--- src/rtl/block_drawer_if.sv ---
// Request and pixel-output signal bundle for block_drawer.
// The master modport drives requests; the slave modport is the drawer itself.
interface block_drawer_if;
    logic       req_valid;
    logic       req_ready;
    logic [7:0] req_x;
    logic [6:0] req_y;
    logic [2:0] req_colour;
    logic [3:0] req_len;
    logic [7:0] vga_x;
    logic [6:0] vga_y;
    logic [2:0] vga_colour;
    logic       plot;
    logic       done;

    modport master (
        output req_valid, req_x, req_y, req_colour, req_len,
        input  req_ready, vga_x, vga_y, vga_colour, plot, done
    );

    modport slave (
        input  req_valid, req_x, req_y, req_colour, req_len,
        output req_ready, vga_x, vga_y, vga_colour, plot, done
    );
endinterface

--- src/rtl/block_drawer.sv ---
// Draws a horizontal row of square blocks one pixel per cycle in raster order,
// clipping pixels that fall outside the visible screen.
module block_drawer #(
    parameter int BLOCK_SIZE = 4,
    parameter int SCREEN_W   = 160,
    parameter int SCREEN_H   = 120
) (
    input  logic          clk,
    input  logic          resetn,
    block_drawer_if.slave bus
);
    localparam int CYW = $clog2(BLOCK_SIZE);

    typedef enum logic [1:0] {IDLE, DRAW, FINISH} state_t;

    state_t         state;
    logic [7:0]     x_r;
    logic [6:0]     y_r;
    logic [2:0]     colour_r;
    logic [3:0]     len_r;
    logic [7:0]     cx;
    logic [CYW-1:0] cy;

    logic [7:0]     cx_last;
    logic           last_col;
    logic           last_pix;
    logic [7:0]     nx_cx;
    logic [CYW-1:0] nx_cy;
    logic [8:0]     sx;
    logic [8:0]     sy;
    logic [8:0]     ax;
    logic [8:0]     ay;

    function automatic logic on_screen(input logic [8:0] px, input logic [8:0] py);
        return (px < 9'(SCREEN_W)) && (py < 9'(SCREEN_H));
    endfunction

    assign bus.req_ready = (state == IDLE);

    // Outputs are registered one step ahead: the edge that moves cx/cy also
    // loads the pixel for the new counter values, so they line up with DRAW.
    always_comb begin
        cx_last  = (8'(len_r) << CYW) - 8'd1;
        last_col = (cx == cx_last);
        last_pix = last_col && (cy == CYW'(BLOCK_SIZE - 1));
        nx_cx    = last_col ? '0 : cx + 8'd1;
        nx_cy    = last_col ? cy + CYW'(1) : cy;
        sx       = {1'b0, x_r} + {1'b0, nx_cx};
        sy       = {2'b0, y_r} + 9'(nx_cy);
        ax       = {1'b0, bus.req_x};
        ay       = {2'b0, bus.req_y};
    end

    always_ff @(posedge clk or negedge resetn) begin
        if (!resetn) begin
            state          <= IDLE;
            x_r            <= '0;
            y_r            <= '0;
            colour_r       <= '0;
            len_r          <= '0;
            cx             <= '0;
            cy             <= '0;
            bus.vga_x      <= '0;
            bus.vga_y      <= '0;
            bus.vga_colour <= '0;
            bus.plot       <= 1'b0;
            bus.done       <= 1'b0;
        end else begin
            case (state)
                IDLE: begin
                    bus.plot <= 1'b0;
                    bus.done <= 1'b0;
                    if (bus.req_valid) begin
                        x_r      <= bus.req_x;
                        y_r      <= bus.req_y;
                        colour_r <= bus.req_colour;
                        len_r    <= bus.req_len;
                        cx       <= '0;
                        cy       <= '0;
                        if (bus.req_len != 4'd0) begin
                            state          <= DRAW;
                            bus.vga_x      <= bus.req_x;
                            bus.vga_y      <= bus.req_y;
                            bus.vga_colour <= bus.req_colour;
                            bus.plot       <= on_screen(ax, ay);
                        end else begin
                            state    <= FINISH;
                            bus.done <= 1'b1;
                        end
                    end
                end
                DRAW: begin
                    if (last_pix) begin
                        state    <= FINISH;
                        bus.plot <= 1'b0;
                        bus.done <= 1'b1;
                    end else begin
                        cx             <= nx_cx;
                        cy             <= nx_cy;
                        bus.vga_x      <= sx[7:0];
                        bus.vga_y      <= sy[6:0];
                        bus.vga_colour <= colour_r;
                        bus.plot       <= on_screen(sx, sy);
                    end
                end
                FINISH: begin
                    state    <= IDLE;
                    bus.plot <= 1'b0;
                    bus.done <= 1'b0;
                end
                default: begin
                    state    <= IDLE;
                    bus.plot <= 1'b0;
                    bus.done <= 1'b0;
                end
            endcase
        end
    end
endmodule

--- src/flat_wrapper.sv ---
// flat-port wrapper written by rule: the top's interface ports become plain ports
module block_drawer_flat 
#(
    parameter int BLOCK_SIZE = 4,
    parameter int SCREEN_W   = 160,
    parameter int SCREEN_H   = 120
)
  (clk, resetn, bus_req_valid, bus_req_x, bus_req_y, bus_req_colour, bus_req_len, bus_req_ready, bus_vga_x, bus_vga_y, bus_vga_colour, bus_plot, bus_done);
  block_drawer_if bus_i ();
  input  logic clk;
  input  logic resetn;
  input wire logic [$bits(bus_i.req_valid)-1:0] bus_req_valid;
  input wire logic [$bits(bus_i.req_x)-1:0] bus_req_x;
  input wire logic [$bits(bus_i.req_y)-1:0] bus_req_y;
  input wire logic [$bits(bus_i.req_colour)-1:0] bus_req_colour;
  input wire logic [$bits(bus_i.req_len)-1:0] bus_req_len;
  output wire logic [$bits(bus_i.req_ready)-1:0] bus_req_ready;
  output wire logic [$bits(bus_i.vga_x)-1:0] bus_vga_x;
  output wire logic [$bits(bus_i.vga_y)-1:0] bus_vga_y;
  output wire logic [$bits(bus_i.vga_colour)-1:0] bus_vga_colour;
  output wire logic [$bits(bus_i.plot)-1:0] bus_plot;
  output wire logic [$bits(bus_i.done)-1:0] bus_done;
  assign bus_i.req_valid = bus_req_valid;
  assign bus_i.req_x = bus_req_x;
  assign bus_i.req_y = bus_req_y;
  assign bus_i.req_colour = bus_req_colour;
  assign bus_i.req_len = bus_req_len;
  assign bus_req_ready = bus_i.req_ready;
  assign bus_vga_x = bus_i.vga_x;
  assign bus_vga_y = bus_i.vga_y;
  assign bus_vga_colour = bus_i.vga_colour;
  assign bus_plot = bus_i.plot;
  assign bus_done = bus_i.done;
  block_drawer #(.BLOCK_SIZE(BLOCK_SIZE), .SCREEN_W(SCREEN_W), .SCREEN_H(SCREEN_H)) u_core (.clk(clk), .resetn(resetn), .bus(bus_i));
endmodule
--- config.mk ---
export PLATFORM = sky130hd
export DESIGN_NAME = block_drawer_flat
export DESIGN_NICKNAME = d
export VERILOG_FILES = /design/src/rtl/block_drawer_if.sv /design/src/rtl/block_drawer.sv /design/src/flat_wrapper.sv
export SDC_FILE = /design/constraint.sdc
export NUM_CORES = 1
export LEC_CHECK = 0
export CORE_MARGIN = 3
export CORE_UTILIZATION = 35
export DETAILED_ROUTE_END_ITERATION = 16
export PLACE_DENSITY = 0.61
export SLEW_MARGIN = 20
export SYNTH_ARGS = -nofsm -noshare
export SYNTH_HDL_FRONTEND = slang
export SYNTH_SLANG_ARGS = --single-unit
--- constraint.sdc ---
create_clock -name clk -period 5.7 [get_ports clk]
set_input_delay 0.57 -clock clk [delete_from_list [all_inputs] [get_ports clk]]
set_output_delay 0.57 -clock clk [all_outputs]
set_load 0.01 [all_outputs]
Yosys cells after proc, flatten, opt, wreduce, memory -nomap -nowiden:

Cells that the tools add are included.

* register bits after elaboration: 54
* bits of input ports: 25
* output and inout port bits: 21
* word-level logic and storage cells: 70

* add/sub/neg operators: 5
* $lt $le $gt $ge: 4
* equal/unequal tests: 7
* multiplexer cells: 32
* reduce and logical (&&, ||, !) cells: 10

Operators by type and width (count)
* 2-to-1 mux 8 bit: 6
* case mux 8 bit (2 select lines): 2
* 2-to-1 mux 7 bit: 3
* case mux 7 bit (2 select lines): 1
* 2-to-1 mux 2 bit: 6
* adder 8 x 8 -> 9 bit: 1
* < comparator 9 x 7 -> 1 bit, second input constant: 1
* < comparator 9 x 8 -> 1 bit, second input constant: 1
* 2-to-1 mux 3 bit: 3
* adder 7 x 2 -> 8 bit: 1
* adder 8 x 1 -> 8 bit, second input constant: 1
* equality test 8 bit: 1
* < comparator 8 bit, second input constant: 1
* case mux 2 bit (2 select lines): 2
* < comparator 7 bit, second input constant: 1
* subtractor 6 x 1 -> 7 bit, second input constant: 1
* 2-to-1 mux 1 bit: 6
* case mux 3 bit (2 select lines): 1
* != test 2 x 1 -> 1 bit, second input constant: 2
* != test 2 bit, second input constant: 2
* case mux 1 bit (2 select lines): 2
* AND reduction 2 bit: 2
* AND reduction 4 bit: 1
* nonzero test 4 bit: 1
* 7 further kinds: 9

Logic depth before layout (Yosys ltp):

* word-level depth: 8
* depth in mapped cells: 15
* depth with buffers taken out: 14

Least setup slack after synthesis:

OpenSTA, ideal clock, no wires.

* kind: register -> register
* start: reg u_core.len_r[0]
* end: reg u_core.bus.vga_x[5]
* setup time: 0.125 ns
* arrival time: 3.205 ns
* required time: 5.575 ns
* path slack: 2.370 ns
* cell stages (with the launch flop): 15
* buffers on the path: 2
* clock period less this slack: 3.330 ns
* path through: dfrtp_1 inv_1 ha_1 nand4b_1 a211o_1 a211oi_1 buf_2 nor2_1 ha_1 clkbuf_1 inv_1 a311o_1 a311oi_1 o21ai_0 mux2_2

* longest elaborated chain between the ends: 6
* elaborated cells on any way between the ends: 9
* classes of those cells: add/sub (2); eq/ne (2); mux (3); reduce/logical (2)

Ends and longest elaborated chain
* from (decl): line block_drawer.sv:20 `logic [3:0] len_r;`
* from (signal assigned): line block_drawer.sv:77 `len_r <= bus.req_len;`
* subtractor 6 x 1 -> 7 bit *: line block_drawer.sv:43 `cx_last = (8'(len_r) << CYW) - 8'd1;`
* equality test 8 bit *: line block_drawer.sv:44 `last_col = (cx == cx_last);`
* 2-to-1 mux 8 bit: line block_drawer.sv:46 `nx_cx = last_col ? '0 : cx + 8'd1;`
* adder 8 x 8 -> 9 bit: line block_drawer.sv:48 `sx = {1'b0, x_r} + {1'b0, nx_cx};`
* 2-to-1 mux 8 bit: line block_drawer.sv:93 `if (last_pix) begin`
* case mux 8 bit (2 select lines): line block_drawer.sv:69 `case (state)`
* to (signal assigned): line block_drawer.sv:82 `bus.vga_x <= bus.req_x;`
* to (signal assigned): line block_drawer.sv:100 `bus.vga_x <= sx[7:0];`
* to (decl): line block_drawer_if.sv:23 `output req_ready, vga_x, vga_y, vga_colour, plot, done`

Mark *: on every way between the ends. The rest lies on a longest branch, timed or not. The select of a mux whose other input is x is not followed.
A chain may end at the register's enable or synchronous reset.

Final worst setup path:

Ends and elaborated chain as after synthesis.

==> run_summary.xml <==
<?xml version="1.0" encoding="UTF-8"?>
<metrics>
  <group name="run_status">
    <metric name="outcome" unit="">finished clean</metric>
  </group>
  <group name="sta">
    <metric name="setup_viol" unit="">0</metric>
    <metric name="timing.slew.headroom" unit="%">32.6</metric>
    <metric name="fin_crit_sh" unit="%">61.3</metric>
    <metric name="slew_viol_final" unit="">0</metric>
    <metric name="final.setup_skew" unit="ns">0.00590</metric>
    <metric name="rsz0062_at_grt" unit="">false</metric>
    <metric name="max_clock_freq" unit="GHz">0.286</metric>
    <metric name="tns" unit="ns">0</metric>
    <metric name="worst_pin_slew" unit="ns">1.01</metric>
    <metric name="finalHoldWorstSlack" unit="ns">0.380</metric>
    <metric name="timing.final.hold_violations" unit="">0</metric>
    <metric name="min_period" unit="ns">3.49</metric>
    <metric name="minimum_setup_slack_in_the_final_design" unit="ns">2.21</metric>
  </group>
  <group name="synthesis">
    <metric name="asyncSetResetFlopFracSynth" unit="%">100</metric>
    <metric name="yosys_reg_bits" unit="">54</metric>
    <metric name="netlist-cell-type-count" unit="">49</metric>
    <metric name="synth_enable_flop_cells" unit="">0</metric>
    <metric name="synth_area_per_cell" unit="sq um">9.36</metric>
    <metric name="synth-seq-area-share" unit="%">42.6</metric>
    <metric name="synthCells" unit="">339</metric>
    <metric name="synth.net_count" unit="">379</metric>
    <metric name="synth.yosys.warnings" unit="">0</metric>
    <metric name="post_synth_instance_area" unit="sq um">3170</metric>
    <metric name="yosys_most_used_dff" unit="">sky130_fd_sc_hd__dfrtp_1</metric>
  </group>
  <group name="global_routing">
    <metric name="grt_pass1_wl" unit="microns">12700</metric>
    <metric name="antenna_found_initial" unit="">0</metric>
    <metric name="globalRouteOverflowTotal" unit="">0</metric>
    <metric name="grt_max_degree" unit="">55</metric>
    <metric name="groute.usage.overall" unit="%">15.5</metric>
    <metric name="grt_pass1_vias" unit="">2562</metric>
  </group>
  <group name="floorplan">
    <metric name="io_pins" unit="">46</metric>
    <metric name="die-width" unit="microns">101</metric>
    <metric name="core-area" unit="sq um">8760</metric>
    <metric name="floorplan.die.height" unit="microns">101</metric>
    <metric name="initial_utilization" unit="%">36.2</metric>
    <metric name="floorplan.die_area" unit="sq um">10200</metric>
    <metric name="num_rows" unit="">34</metric>
  </group>
  <group name="detailed_routing">
    <metric name="drt_drc_violations_left" unit="">0</metric>
    <metric name="routedWlPerCell" unit="microns">15.3</metric>
    <metric name="drt-vias-per-instance" unit="">5.22</metric>
    <metric name="postRouteAntennaNets" unit="">0</metric>
    <metric name="drt_iter0_markers" unit="">144</metric>
    <metric name="first_pass_iters" unit="">5</metric>
    <metric name="detailroute.via_count" unit="">2557</metric>
    <metric name="totalWireLength" unit="microns">7510</metric>
  </group>
  <group name="placement">
    <metric name="preCtsSetupSlack" unit="ns">2.21</metric>
    <metric name="gp_congestion" unit="">0.890</metric>
    <metric name="port-buffer-count" unit="">45</metric>
    <metric name="detailedPlacementHpwl" unit="microns">5260</metric>
    <metric name="post-place-cells" unit="">482</metric>
    <metric name="placedInstanceArea" unit="sq um">3720</metric>
  </group>
  <group name="setup_path">
    <metric name="kind_of_critical_path" unit="">register to register</metric>
    <metric name="critPathRequiredTime" unit="ns">5.91</metric>
    <metric name="worstPathArrival" unit="ns">3.70</metric>
    <metric name="worstSetupStartpoint" unit="">u_core.len_r[0]$_DFFE_PN0P_</metric>
    <metric name="worstSetupStartpointType" unit="">register</metric>
    <metric name="crit_path_end_kind" unit="">register</metric>
    <metric name="regToRegStartpoint" unit="">u_core.len_r[0]$_DFFE_PN0P_</metric>
    <metric name="worst-path-max-fanout" unit="">12</metric>
  </group>
  <group name="job">
    <metric name="maxcap_viol_count" unit="">0</metric>
  </group>
  <group name="cells_and_area">
    <metric name="final_nets" unit="">421</metric>
    <metric name="stdcell_count" unit="">490</metric>
    <metric name="area_growth_syn_to_layout" unit="%">21.8</metric>
    <metric name="fillerInstances" unit="">859</metric>
    <metric name="fin_area" unit="sq um">3860</metric>
    <metric name="antenna_cells" unit="">0</metric>
    <metric name="share_of_final_layout_standard_cells_stronger_than_drive_strength_1" unit="%">10.2</metric>
  </group>
  <group name="clock_network">
    <metric name="longest_clk_path_bufs" unit="">2</metric>
    <metric name="tritoncts" unit="">built</metric>
    <metric name="cts_hold_buffers" unit="">0</metric>
    <metric name="post_cts.resized_instances" unit="">0</metric>
    <metric name="clkSlewWorstSetupHoldPaths" unit="ns">0.10</metric>
    <metric name="cts_inserted_buffers" unit="">5</metric>
    <metric name="ctsHtreeMaxLevel" unit="">2</metric>
    <metric name="cts_root_cell" unit="">sky130_fd_sc_hd__clkbuf_8</metric>
    <metric name="cts.sink_count" unit="">54</metric>
    <metric name="postCtsSetupBuffers" unit="">0</metric>
    <metric name="clock_latency" unit="ns">0.31</metric>
  </group>
  <group name="power_and_ir_drop">
    <metric name="powerDensity" unit="nW/um^2">269</metric>
    <metric name="cellLeakagePower" unit="nW">1.73</metric>
    <metric name="peakVddDrop" unit="mV">0.155</metric>
  </group>
  <group name="min_path">
    <metric name="min_path_type" unit="">input port to asynchronous set/reset pin</metric>
  </group>
</metrics>
-- metal layers --
layer,wire [microns],track usage [%],part of all wire (%)
met1,3400,20.7,45
met2,3750,26.1,50
met3,259,2.82,3.4
met4,102,4.09,1.4
met5,0,0,0
-- state kept, by name, indices dropped and copies added, names as in the netlist --
| register | count |
|---|---|
| u_core.bus.vga_colour | 3 |
| u_core.x_r | 8 |
| u_core.bus.vga_x | 8 |
| u_core.bus.plot | 1 |
| u_core.y_r | 7 |
| u_core.cx | 8 |
| u_core.cy | 2 |
| u_core.state | 2 |
| u_core.bus.vga_y | 7 |
| u_core.bus.done | 1 |
| u_core.len_r | 4 |
| u_core.colour_r | 3 |
-- placed cells by master, fill, tap and decap left out, types with 3 or more instances in the layout --
cell type                         netlist  layout
sky130_fd_sc_hd__nor2b_1                4       4
sky130_fd_sc_hd__clkbuf_8               0       6
sky130_fd_sc_hd__a21oi_1                4       4
sky130_fd_sc_hd__xor2_1                 6       6
sky130_fd_sc_hd__nand2_1               94      94
sky130_fd_sc_hd__nor2_1                16      16
sky130_fd_sc_hd__nand3_1                8       8
sky130_fd_sc_hd__inv_1                 10      10
sky130_fd_sc_hd__and2_1                 3       3
sky130_fd_sc_hd__clkdlybuf4s50_1        0      44
sky130_fd_sc_hd__dfrtp_1               54      54
sky130_fd_sc_hd__nand2b_1               4       4
sky130_fd_sc_hd__a211oi_1               7       7
sky130_fd_sc_hd__a32o_1                 6       6
sky130_fd_sc_hd__ha_1                  13      13
sky130_fd_sc_hd__mux2_2                11      11
sky130_fd_sc_hd__o31ai_1                4       4
sky130_fd_sc_hd__mux2_4                 8       8
sky130_fd_sc_hd__buf_4                  0       6
sky130_fd_sc_hd__xnor2_1               12      12
sky130_fd_sc_hd__nor3_1                 6       6
sky130_fd_sc_hd__o21ai_0               18      18
-- power by group --
| group | leakage (nW) | internal, W | total (W) | switching [W] |
|---|---|---|---|---|
| sequential | 0.675 | 0.000420 | 0.000446 | 0.0000261 |
| combinational | 0.984 | 0.000138 | 0.000277 | 0.000139 |
| clock | 0.0714 | 0.000187 | 0.000317 | 0.000130 |
| total | 1.73 | 0.000745 | 0.00104 | 0.000295 |
-- Yosys cell counts (2+ instances only) --
| cell | instances | area share [%] |
|---|---|---|
| sky130_fd_sc_hd__a21oi_1 | 4 | 0.63 |
| sky130_fd_sc_hd__nand2b_1 | 4 | 0.79 |
| sky130_fd_sc_hd__nand2_1 | 94 | 11 |
| sky130_fd_sc_hd__a21o_1 | 2 | 0.47 |
| sky130_fd_sc_hd__buf_6 | 2 | 0.71 |
| sky130_fd_sc_hd__xor2_1 | 6 | 1.7 |
| sky130_fd_sc_hd__nand3_1 | 8 | 1.3 |
| sky130_fd_sc_hd__nor2_1 | 16 | 1.9 |
| sky130_fd_sc_hd__nor3b_1 | 2 | 0.47 |
| sky130_fd_sc_hd__a31o_2 | 2 | 0.55 |
| sky130_fd_sc_hd__a211oi_1 | 7 | 1.7 |
| sky130_fd_sc_hd__inv_1 | 10 | 1.2 |
| sky130_fd_sc_hd__mux2_4 | 8 | 3.8 |
| sky130_fd_sc_hd__mux2_2 | 11 | 3.9 |
| sky130_fd_sc_hd__fa_1 | 2 | 1.3 |
| sky130_fd_sc_hd__o31ai_1 | 4 | 0.95 |
| sky130_fd_sc_hd__and2_1 | 3 | 0.59 |
| sky130_fd_sc_hd__xnor2_1 | 12 | 3.3 |
| sky130_fd_sc_hd__nor2b_1 | 4 | 0.79 |
| sky130_fd_sc_hd__nor4_1 | 2 | 0.39 |
| sky130_fd_sc_hd__o21ai_0 | 18 | 2.8 |
| sky130_fd_sc_hd__a31oi_1 | 2 | 0.39 |
| sky130_fd_sc_hd__dfrtp_1 | 54 | 43 |
| sky130_fd_sc_hd__a32o_1 | 6 | 1.9 |
| sky130_fd_sc_hd__buf_2 | 2 | 0.32 |
| sky130_fd_sc_hd__nor3_1 | 6 | 0.95 |
| sky130_fd_sc_hd__clkbuf_1 | 12 | 1.4 |
| sky130_fd_sc_hd__ha_1 | 13 | 5.1 |
| sky130_fd_sc_hd__mux2i_1 | 2 | 0.63 |
| sky130_fd_sc_hd__nand3b_1 | 2 | 0.47 |
-- critical path: stages, from the launching register on --
cell                       delay (ns)
sky130_fd_sc_hd__dfrtp_1         0.41
sky130_fd_sc_hd__inv_1           0.08
sky130_fd_sc_hd__ha_1            0.20
sky130_fd_sc_hd__nand4b_1        0.11
sky130_fd_sc_hd__a211o_1         0.35
sky130_fd_sc_hd__a211oi_1        0.24
sky130_fd_sc_hd__buf_4           0.23
sky130_fd_sc_hd__nor2_1          0.09
sky130_fd_sc_hd__ha_1            0.44
sky130_fd_sc_hd__inv_1           0.13
sky130_fd_sc_hd__a311o_1         0.36
sky130_fd_sc_hd__a311oi_1        0.34
sky130_fd_sc_hd__o21ai_0         0.14
sky130_fd_sc_hd__mux2_2          0.27
-- logic make-up after synthesis --
logic type	after synthesis	share of synthesized area, %
AO/OA/AOI/OAI	59	14.1
XOR/XNOR	18	4.97
adder cells (fa/ha/maj)	15	6.39
buffers and inverters	26	3.63
flip-flops	54	42.6
multiplexers	21	8.32
AND/OR/NAND/NOR	146	20.0
-- final cells by class --
cell class                 count  area, sq um  share of cell area (%)
tap                          108          135                    3.50
multi-input combinational    259         1710                    44.2
clock inverter                 2         60.1                    1.55
sequential                    54         1350                    35.0
inverter                      10         37.5                   0.972
timing repair buffer          51          490                    12.7
clock buffer                   6         82.6                    2.14
-- path summary, 6_finish.rpt --
kind                                                   endpoint  slack, ns  depth (start not counted)
setup / recovery                u_core.bus.vga_x[5]$_DFFE_PN0P_       2.21                         13
hold / removal             u_core.bus.vga_colour[0]$_DFFE_PN0P_       0.38                          2
setup reg to reg                u_core.bus.vga_x[5]$_DFFE_PN0P_       2.21                         13
hold reg to reg                  u_core.colour_r[2]$_DFFE_PN0P_       0.49                          2
max in group asynchronous           u_core.len_r[1]$_DFFE_PN0P_       4.85                          2
min in group clk                 u_core.colour_r[2]$_DFFE_PN0P_       0.49                          2
-- through the flow --
stage          power (W)  utilization, %
2_1_floorplan   0.000623               -
3_3_place_gp    0.000727            42.5
3_5_place_dp    0.000733            42.5
4_1_cts          0.00106            44.1
5_1_grt          0.00110            44.1
6_report         0.00104            44.1
(Power assumes the default switching activity.)
